==> config.mk <==
export PLATFORM = sky130hd
export DESIGN_NAME = pwm_apb_sequencer_flat
export DESIGN_NICKNAME = d
export VERILOG_FILES = /design/src/rtl/pwm_apb_sequencer_if.sv /design/src/rtl/pwm_apb_sequencer.sv /design/src/flat_wrapper.sv
export SDC_FILE = /design/constraint.sdc
export NUM_CORES = 1
export LEC_CHECK = 0
export ABC_AREA = 1
export BUFFER_PORTS_ARGS = -buffer_cell sky130_fd_sc_hd__buf_2
export CAP_MARGIN = 25
export CORE_ASPECT_RATIO = 1.25
export CORE_MARGIN = 2
export CORE_UTILIZATION = 59
export DETAILED_ROUTE_END_ITERATION = 10
export PLACE_DENSITY = 0.86
export SLEW_MARGIN = 5
export SYNTH_ARGS = -nofsm -noshare
export SYNTH_HDL_FRONTEND = slang
export SYNTH_SLANG_ARGS = --single-unit
export TNS_END_PERCENT = 100
==> constraint.sdc <==
create_clock -name PCLK -period 7.5 [get_ports PCLK]
set_input_delay 0 -clock PCLK [delete_from_list [all_inputs] [get_ports PCLK]]
set_output_delay 0 -clock PCLK [all_outputs]
set_load 0.03 [all_outputs]
==> src/rtl/pwm_apb_sequencer_if.sv <==
// APB bus between the PWM sequencer (master) and the PWM slave.
// Signals: PADDR, PSEL, PENABLE, PWRITE, PWDATA driven by master;
//          PREADY, PSERR, PRDATA driven by slave.
interface pwm_apb_sequencer_if #(
  parameter int unsigned ADDR_WIDTH = 32,
  parameter int unsigned DATA_WIDTH = 32
);
  logic [ADDR_WIDTH-1:0] PADDR;
  logic                  PSEL;
  logic                  PENABLE;
  logic                  PWRITE;
  logic [DATA_WIDTH-1:0] PWDATA;
  logic                  PREADY;
  logic                  PSERR;
  logic [DATA_WIDTH-1:0] PRDATA;

  modport master (
    output PADDR, PSEL, PENABLE, PWRITE, PWDATA,
    input  PREADY, PSERR, PRDATA
  );

  modport slave (
    input  PADDR, PSEL, PENABLE, PWRITE, PWDATA,
    output PREADY, PSERR, PRDATA
  );
endinterface

==> src/rtl/pwm_apb_sequencer.sv <==
// APB master that programs the PWM slave from a command interface.
// Start: disable, duty, period, length, enable writes. Stop: one disable write.
// Handles wait states, PSERR and a wait-state timeout; reports done/err.
// Ports: PCLK, PRESETn (async active-low); cmd_valid/cmd_ready/cmd_stop/
//        cmd_duty/cmd_period/cmd_length command side; apb (master modport);
//        busy, done, err, err_stage, err_timeout status (all registered).
// Option: define PWM_SEQ_READBACK_EN to read back duty/period/length
//         before the final enable write and abort on a mismatch.
module pwm_apb_sequencer #(
  parameter int unsigned           DATA_WIDTH     = 32,
  parameter int unsigned           ADDR_WIDTH     = 32,
  parameter logic [ADDR_WIDTH-1:0] BASE_ADDR      = '0,
  parameter int unsigned           TIMEOUT_CYCLES = 16
) (
  input  logic                  PCLK,
  input  logic                  PRESETn,
  input  logic                  cmd_valid,
  output logic                  cmd_ready,
  input  logic                  cmd_stop,
  input  logic [DATA_WIDTH-1:0] cmd_duty,
  input  logic [DATA_WIDTH-1:0] cmd_period,
  input  logic [DATA_WIDTH-1:0] cmd_length,
  pwm_apb_sequencer_if.master   apb,
  output logic                  busy,
  output logic                  done,
  output logic                  err,
  output logic [2:0]            err_stage,
  output logic                  err_timeout
);

`ifdef PWM_SEQ_READBACK_EN
  localparam bit READBACK = 1'b1;
`else
  localparam bit READBACK = 1'b0;
`endif

  localparam int unsigned WAIT_W = 32;

  typedef enum logic [1:0] {S_IDLE, S_SETUP, S_ACCESS, S_DONE} state_t;

  state_t                r_state;
  logic [2:0]            r_idx;
  logic                  r_stop;
  logic [DATA_WIDTH-1:0] r_duty, r_period, r_length;
  logic [WAIT_W-1:0]     r_wait;
  logic                  r_cmd_ready, r_busy, r_done, r_err, r_err_timeout;
  logic [2:0]            r_err_stage;
  logic                  r_psel, r_penable, r_pwrite;
  logic [ADDR_WIDTH-1:0] r_paddr;
  logic [DATA_WIDTH-1:0] r_pwdata;

  logic [2:0]            w_next_idx;
  logic                  w_last, w_rd_bad, w_abort_err, w_abort_to, w_nx_write;
  logic [DATA_WIDTH-1:0] w_expect, w_nx_wdata;
  logic [ADDR_WIDTH-1:0] w_nx_addr, w_addr_idx0;

  // Register offset of each transfer index (idx0/idx4 both hit enable).
  function automatic logic [3:0] f_offset(input logic [2:0] idx);
    case (idx)
      3'd1, 3'd5: f_offset = 4'h0;
      3'd2, 3'd6: f_offset = 4'h4;
      3'd3, 3'd7: f_offset = 4'hC;
      default:    f_offset = 4'h8;
    endcase
  endfunction

  // Transfer sequencing, readback compare and abort detection.
  always_comb begin
    w_next_idx = 3'(r_idx + 3'd1);
    if (r_idx == 3'd3) w_next_idx = READBACK ? 3'd5 : 3'd4;
    if (r_idx == 3'd7) w_next_idx = 3'd4;
    w_last = r_stop || (r_idx == 3'd4);

    w_expect = '0;
    case (r_idx)
      3'd5:    w_expect = r_duty;
      3'd6:    w_expect = r_period;
      3'd7:    w_expect = r_length;
      default: w_expect = '0;
    endcase
    w_rd_bad    = READBACK && (r_idx >= 3'd5) && (apb.PRDATA != w_expect);
    w_abort_err = apb.PREADY && (apb.PSERR || w_rd_bad);
    w_abort_to  = !apb.PREADY && (TIMEOUT_CYCLES != 0) &&
                  (WAIT_W'(r_wait + WAIT_W'(1)) == WAIT_W'(TIMEOUT_CYCLES));

    w_addr_idx0 = ADDR_WIDTH'(BASE_ADDR + ADDR_WIDTH'(4'h8));
    w_nx_addr   = ADDR_WIDTH'(BASE_ADDR + ADDR_WIDTH'(f_offset(w_next_idx)));
    w_nx_write  = !(READBACK && (w_next_idx >= 3'd5));
    case (w_next_idx)
      3'd1:    w_nx_wdata = r_duty;
      3'd2:    w_nx_wdata = r_period;
      3'd3:    w_nx_wdata = r_length;
      3'd4:    w_nx_wdata = DATA_WIDTH'(1);
      default: w_nx_wdata = '0;
    endcase
  end

  // Sequencer FSM with registered bus and status outputs.
  always_ff @(posedge PCLK or negedge PRESETn) begin
    if (!PRESETn) begin
      r_state       <= S_IDLE;
      r_idx         <= '0;
      r_stop        <= 1'b0;
      r_duty        <= '0;
      r_period      <= '0;
      r_length      <= '0;
      r_wait        <= '0;
      r_cmd_ready   <= 1'b1;
      r_busy        <= 1'b0;
      r_done        <= 1'b0;
      r_err         <= 1'b0;
      r_err_stage   <= '0;
      r_err_timeout <= 1'b0;
      r_psel        <= 1'b0;
      r_penable     <= 1'b0;
      r_pwrite      <= 1'b0;
      r_paddr       <= '0;
      r_pwdata      <= '0;
    end else begin
      r_done <= 1'b0;
      r_err  <= 1'b0;
      unique case (r_state)
        S_IDLE: begin
          if (cmd_valid) begin
            r_stop        <= cmd_stop;
            r_duty        <= cmd_duty;
            r_period      <= cmd_period;
            r_length      <= cmd_length;
            r_idx         <= '0;
            r_wait        <= '0;
            r_err_stage   <= '0;
            r_err_timeout <= 1'b0;
            r_cmd_ready   <= 1'b0;
            r_busy        <= 1'b1;
            r_psel        <= 1'b1;
            r_penable     <= 1'b0;
            r_pwrite      <= 1'b1;
            r_paddr       <= w_addr_idx0;
            r_pwdata      <= '0;
            r_state       <= S_SETUP;
          end
        end
        S_SETUP: begin
          r_penable <= 1'b1;
          r_state   <= S_ACCESS;
        end
        S_ACCESS: begin
          if (w_abort_err || w_abort_to || (apb.PREADY && w_last)) begin
            r_state   <= S_DONE;
            r_busy    <= 1'b0;
            r_done    <= 1'b1;
            r_err     <= w_abort_err || w_abort_to;
            r_psel    <= 1'b0;
            r_penable <= 1'b0;
            r_pwrite  <= 1'b0;
            r_paddr   <= '0;
            r_pwdata  <= '0;
            if (w_abort_err || w_abort_to) begin
              r_err_stage   <= r_idx;
              r_err_timeout <= w_abort_to;
            end
          end else if (apb.PREADY) begin
            // Back-to-back: PSEL stays high into the next SETUP.
            r_idx     <= w_next_idx;
            r_wait    <= '0;
            r_penable <= 1'b0;
            r_pwrite  <= w_nx_write;
            r_paddr   <= w_nx_addr;
            r_pwdata  <= w_nx_wdata;
            r_state   <= S_SETUP;
          end else begin
            r_wait <= WAIT_W'(r_wait + WAIT_W'(1));
          end
        end
        S_DONE: begin
          r_cmd_ready <= 1'b1;
          r_state     <= S_IDLE;
        end
        default: r_state <= S_IDLE;
      endcase
    end
  end

  assign cmd_ready   = r_cmd_ready;
  assign busy        = r_busy;
  assign done        = r_done;
  assign err         = r_err;
  assign err_stage   = r_err_stage;
  assign err_timeout = r_err_timeout;
  assign apb.PSEL    = r_psel;
  assign apb.PENABLE = r_penable;
  assign apb.PWRITE  = r_pwrite;
  assign apb.PADDR   = r_paddr;
  assign apb.PWDATA  = r_pwdata;

endmodule

==> src/flat_wrapper.sv <==
// flat-port wrapper written by rule: the top's interface ports become plain ports
module pwm_apb_sequencer_flat 
#(
  parameter int unsigned           DATA_WIDTH     = 32,
  parameter int unsigned           ADDR_WIDTH     = 32,
  parameter logic [ADDR_WIDTH-1:0] BASE_ADDR      = '0,
  parameter int unsigned           TIMEOUT_CYCLES = 16
)
  (PCLK, PRESETn, cmd_valid, cmd_ready, cmd_stop, cmd_duty, cmd_period, cmd_length, busy, done, err, err_stage, err_timeout, apb_PADDR, apb_PSEL, apb_PENABLE, apb_PWRITE, apb_PWDATA, apb_PREADY, apb_PSERR, apb_PRDATA);
  pwm_apb_sequencer_if #(.ADDR_WIDTH(ADDR_WIDTH), .DATA_WIDTH(DATA_WIDTH)) apb_i ();
  input  logic PCLK;
  input  logic PRESETn;
  input  logic cmd_valid;
  output logic cmd_ready;
  input  logic cmd_stop;
  input  logic [DATA_WIDTH-1:0] cmd_duty;
  input  logic [DATA_WIDTH-1:0] cmd_period;
  input  logic [DATA_WIDTH-1:0] cmd_length;
  output logic busy;
  output logic done;
  output logic err;
  output logic [2:0] err_stage;
  output logic err_timeout;
  output wire logic [$bits(apb_i.PADDR)-1:0] apb_PADDR;
  output wire logic [$bits(apb_i.PSEL)-1:0] apb_PSEL;
  output wire logic [$bits(apb_i.PENABLE)-1:0] apb_PENABLE;
  output wire logic [$bits(apb_i.PWRITE)-1:0] apb_PWRITE;
  output wire logic [$bits(apb_i.PWDATA)-1:0] apb_PWDATA;
  input wire logic [$bits(apb_i.PREADY)-1:0] apb_PREADY;
  input wire logic [$bits(apb_i.PSERR)-1:0] apb_PSERR;
  input wire logic [$bits(apb_i.PRDATA)-1:0] apb_PRDATA;
  assign apb_PADDR = apb_i.PADDR;
  assign apb_PSEL = apb_i.PSEL;
  assign apb_PENABLE = apb_i.PENABLE;
  assign apb_PWRITE = apb_i.PWRITE;
  assign apb_PWDATA = apb_i.PWDATA;
  assign apb_i.PREADY = apb_PREADY;
  assign apb_i.PSERR = apb_PSERR;
  assign apb_i.PRDATA = apb_PRDATA;
  pwm_apb_sequencer #(.DATA_WIDTH(DATA_WIDTH), .ADDR_WIDTH(ADDR_WIDTH), .BASE_ADDR(BASE_ADDR), .TIMEOUT_CYCLES(TIMEOUT_CYCLES)) u_core (.PCLK(PCLK), .PRESETn(PRESETn), .cmd_valid(cmd_valid), .cmd_ready(cmd_ready), .cmd_stop(cmd_stop), .cmd_duty(cmd_duty), .cmd_period(cmd_period), .cmd_length(cmd_length), .apb(apb_i), .busy(busy), .done(done), .err(err), .err_stage(err_stage), .err_timeout(err_timeout));
endmodule
# [After elaboration in Yosys (flattened, before gate mapping)]
# Index checks and enable logic that the tools add are counted.
[totals] wordCells=106 input_bits=134 output_inout_bits=75 ff_bits=208
[op_classes] n_reduce_logical=23 addsub=2 mux=44 eq_ne=20
[op_table] cell="32-bit 2-to-1 mux" count=8
[op_table] cell="32-bit one-hot mux with 2 select lines" count=3
[op_table] cell="32-bit one-hot mux with 4 select lines" count=1
[op_table] cell="32-bit by 1-bit adder with 32-bit output, second input constant" count=1
[op_table] cell="32-bit by 5-bit equality test with 1-bit output, second input constant" count=1
[op_table] cell="3-bit 2-to-1 mux" count=7
[op_table] cell="3-bit equality test, second input constant" count=6
[op_table] cell="1-bit 2-to-1 mux" count=13
[op_table] cell="3-bit one-hot mux with 2 select lines" count=2
[op_table] cell="4-bit one-hot mux with 3 select lines" count=1
[op_table] cell="3-bit AND reduction" count=4
[op_table] cell="3-bit by 2-bit equality test with 1-bit output, second input constant" count=3
[op_table] cell="1-bit one-hot mux with 2 select lines" count=4
[op_table] cell="2-bit one-hot mux with 4 select lines" count=1
[op_table] cell="4-bit AND reduction" count=2
[op_table] cell="2-bit 2-to-1 mux" count=3
[op_table] cell="2-bit != test, second input constant" count=3
[op_table] cell="2-bit AND reduction" count=3
[op_table] cell="2-bit OR reduction" count=3
[op_table] cell="2-bit equality test, second input constant" count=2
[op_table] cell="2-bit by 1-bit != test with 1-bit output, second input constant" count=2
[op_table] cell="2-bit nonzero test" count=2
[op_table] cell="3-bit by 1-bit adder with 3-bit output, second input constant" count=1
[op_table] cell="3-bit by 1-bit equality test with 1-bit output, second input constant" count=1
[op_table] cell="8 further kinds" count=12

# [Longest topological paths before layout]
[logic_depth] word_depth=9 ltp_mapped=18 ltp_nobuf=18

# [Worst setup path before layout]
# No wires, ideal clock.
[synth_path] kind="register -> register" startpoint="reg u_core.r_idx[0]" endpoint="reg u_core.r_pwdata[10], in the netlist u_core.apb.PWDATA[10]" arrival_time_ps=2415 synth_period_minus_slack_ps=2547 setup_time_ps=132 required_ps=7368 n_path_buf=1 slack_ps=4953 path_stages_with_launch=12 cell_sequence="dfrtp_1 > ha_1 > nor2_1 > inv_1 > ha_1 > nand2_1 > clkinv_1 > o31ai_1 > clkbuf_1 > nor2_1 > nand3_1 > o21ai_1"
[synth_via] elab_chain_cells=8 word_cells_on_any_way=19 classes_between="add/sub: 1; eq/ne: 8; mux: 6; reduce/logical: 4"
[synth_lines] item="start: declaration" line_no="pwm_apb_sequencer.sv:42" rtl="logic [2:0] r_idx;"
[synth_lines] item="start signal: assignment" line_no="pwm_apb_sequencer.sv:164" rtl="r_idx <= w_next_idx;"
[synth_lines] item="3-bit by 1-bit adder with 3-bit output / 3-bit by 2-bit equality test with 1-bit output (equally long branches)" line_no="pwm_apb_sequencer.sv:69, pwm_apb_sequencer.sv:70"
[synth_lines] item="3-bit 2-to-1 mux" line_no="pwm_apb_sequencer.sv:70" rtl="if (r_idx == 3'd3) w_next_idx = READBACK ? 3'd5 : 3'd4;"
[synth_lines] item="3-bit 2-to-1 mux" line_no="pwm_apb_sequencer.sv:71" rtl="if (r_idx == 3'd7) w_next_idx = 3'd4;"
[synth_lines] item="3-bit equality test (tied with other cells)" line_no="pwm_apb_sequencer.sv:89" rtl="case (w_next_idx)"
[synth_lines] item="32-bit one-hot mux with 4 select lines" line_no="pwm_apb_sequencer.sv:89"
[synth_lines] item="32-bit 2-to-1 mux" line_no="pwm_apb_sequencer.sv:162" rtl="end else if (apb.PREADY) begin"
[synth_lines] item="32-bit 2-to-1 mux" line_no="pwm_apb_sequencer.sv:148" rtl="if (w_abort_err || w_abort_to || (apb.PREADY && w_last)) begin"
[synth_lines] item="32-bit one-hot mux with 2 select lines" line_no="pwm_apb_sequencer.sv:122" rtl="unique case (r_state)"
[synth_lines] item="end signal: assignment" line_no="pwm_apb_sequencer.sv:169" rtl="r_pwdata <= w_nx_wdata;"
[synth_lines] item="end: declaration" line_no="pwm_apb_sequencer.sv:50" rtl="logic [DATA_WIDTH-1:0] r_pwdata;"
# Several ways; a longest one is shown, not always the timed one. The select of a mux whose other input is x is not followed.
# A chain may end at the register's enable or synchronous reset.

# [Worst setup path after layout]
[layout_path] startpoint="reg u_core.r_idx[0]" endpoint="reg u_core.r_pwdata[2], in the netlist u_core.apb.PWDATA[2]"
# The elaborated chain is that of the path after synthesis.

==> reports/results.tsv <==
metric	value	unit
critical_path_required	7780	ps
total_power	0.003796	W
synth_cell_type_count	33	
cts_hold_buf	98	
clk_pin_slew	70	ps
drc	0	
cp.arrival	4230	ps
wire_per_inst	16.94	um
drv_slew	0	
tightest_slew	1003	ps
crit_family	buffers and inverters	
critPathLaunch	u_core.r_idx[0]	
die_y	142.2	um
area_delta_synth_final	25.43	%
fin_ws	3548	ps
grt_pass1_vias	8927	
rr_startpoint	u_core.r_idx[0]	
outcome	completed	
synthCells	1218	
final_common_cell	nand2_1	
clock_latency	430	ps
max_stage_delay	930	ps
fillers	960	
drt_iter0_drc	1046	
cts_resized	0	
start_util	60.25	%
p_leak	5.800	nW
final_cell_mix	614 x nand2_1, 177 x dfrtp_1, 145 x buf_2	
holdWs	7.370	ps
ys_ff_latch	178	
final_area	11300	sq um
core-area	14950	sq um
synthTopCellsByArea	dfrtp_1 49%, nand2_1 26%, nor2_1 3.8%, buf_4 2.8%, nand3_1 2.8%	
reg2reg_to	u_core.apb.PWDATA[2]	
num-nets-final	1584	
grt_max_degree	114	
peakVddDrop	220.2	uV
dr.pass1.iters	7	
yosys.area.top_type	dfrtp_1	
core.rowCount	50	
hold_path.class	input pin to flop	
rrSetupSlack	3550	ps
die_x	114.5	um
synth_seq_area_share	49.46	%
netlist.area_leader.share	49.17	%
dieArea	16280	sq um
finalWirelength	27.71	mm
antenna_found_initial	0	
final_antenna_net_count	0	
cp_num_cells	11	
reg2regPathDepth	11	
powerDensity	336.0	nW/um^2
cp_cell_sequence	ha_1, nor2_1, inv_1, ha_1, nand2_1, clkinv_1, o31ai_4, buf_4, a31oi_1, nand3_1, o21ai_0	
clockBufferDepth	2	
postSynthAreaPerCell	7.396	sq um
critPathMaxFanout	32	
tns	0	ps
cts_made_buffers	17	
end_kind	flop	
start_kind	flop	
setup_viol	0	
fmax	0.2531	GHz
yosys_warnings	0	
dp_slack	3808	ps
final_layout_size_suffix_gt1_share	14.58	%
numClockSinks	178	
maxCapViolations	0	
relSlewSlack	32.69	%
netlist_area	9009	sq um
post_cts_buffers	0	
endpoint	u_core.apb.PWDATA[2]	
grt_pass1_wl	44.22	mm
track_usage	34.84	%
grt-ovfl-total	0	
htree_levels	4	
fin_crit	3952	ps
critPathKind	flop to flop	
placed_cell_area	9714	sq um
hold_violations	0	
cts_tree	yes	
dp_hpwl	14.67	mm
crit_top_cell	ha_1	
vias_per_cell	5.670	
rsz0062_at_grt	false	
finalCritPeriodShare	52.69	%
io_pins	209	
io_buffers	146	
num_vias	9276	
crit_buf_inv	3	
gp_congestion	0.9849	
crit_slowest_cell	clkinv_1	
fin_skew	14.73	ps
cts-root-buf	clkbuf_16	
n_antenna_cell	0	
## routing by layer
| metal | global-route usage, % | wire, um | vias to the layer above |
|---|---|---|---|
| met2 | 58.02 | 13850 | 646 |
| met5 | 0 | 0 | - |
| met4 | 19.13 | 1540 | 0 |
| met3 | 7.538 | 2471 | 153 |
| met1 | 42.00 | 9846 | 4278 |
| li1 | - | - | 4199 |
## logic make-up (layout without fill, tap and decap cells)
kind of cell | Yosys count | count (layout) | synth area share, %
and+or+nand+nor | 795 | 795 | 35.56
buffers and inverters | 139 | 346 | 7.486
DFF | 178 | 178 | 49.46
xor gates and xnor gates | 1 | 1 | 0.09724
adders and majority gates | 9 | 9 | 1.250
other | 1 | 30 | 0.04163
AOI/OAI and AO/OA | 95 | 95 | 6.111
## registers in the layout, indices dropped and copies added (netlist names)
register,count
u_core.apb.PWDATA,32
u_core.r_duty,32
u_core.r_length,32
u_core.r_period,32
u_core.r_wait,32
u_core.err_stage,3
u_core.r_idx,3
u_core.apb.PADDR,2
u_core.r_state,2
u_core.apb.PENABLE,1
u_core.apb.PWRITE,1
u_core.busy,1
u_core.cmd_ready,1
u_core.done,1
u_core.err,1
u_core.err_timeout,1
u_core.r_stop,1
## synthesized netlist by cell type, drive strengths merged
| master | number |
|---|---|
| a21oi | 2 |
| a221oi | 12 |
| a31oi | 20 |
| and2 | 1 |
| buf | 48 |
| clkbuf | 33 |
| clkinv | 2 |
| conb | 1 |
| dfrtp | 177 |
| dfstp | 1 |
| ha | 9 |
| inv | 56 |
| nand2 | 620 |
| nand3 | 53 |
| nand3b | 13 |
| nand4 | 7 |
| nor2 | 99 |
| nor3 | 1 |
| o21a | 1 |
| o21ai | 59 |
| o31ai | 1 |
| or2 | 1 |
| xor2 | 1 |
## worst min path at each step
stage	from	endpoint	slack, ps	cells past startpoint
final	apb_PSERR	u_core.apb.PADDR[2]	7	5
after floorplan	PRESETn	u_core.apb.PADDR[2]	-300	0
after global placement	PRESETn	u_core.r_wait[3]	200	1
after CTS	apb_PSERR	u_core.apb.PADDR[2]	0.3	5
after global routing	apb_PSERR	u_core.apb.PADDR[2]	30	5
after detailed placement	cmd_period[18]	u_core.r_period[18]	200	3
## power by group
group	internal, W	switching (W)
logic	0.000418	0.00104
clock network	0.000439	0.000398
registers	0.00129	0.000210
## final cells by class
class | count | area (sq um) | share of cell area [%]
Tap cell | 182 | 227.7 | 2.015
Clock inverter | 12 | 100.1 | 0.8858
Multi-Input combinational cell | 930 | 4008 | 35.47
Clock buffer | 20 | 446.7 | 3.953
Sequential cell | 178 | 4456 | 39.43
Timing Repair Buffer | 256 | 1843 | 16.31
Inverter | 58 | 219.0 | 1.938
## worst register-to-register path: stages (launching register included)
cell	delay, ps
dfrtp_1	440
ha_1	250
nor2_1	220
inv_1	140
ha_1	210
nand2_1	350
clkinv_1	930
o31ai_4	470
buf_4	430
a31oi_1	170
nand3_1	120
o21ai_0	70
## metrics by stage
stage	cells	util [%]
floorplan	1247	-
global placement	1503	64.97
detailed placement	1503	64.97
CTS	1633	75.19
global route	1636	75.57
finish	1636	75.57
No activity file was read; power rests on OpenSTA's default activity.
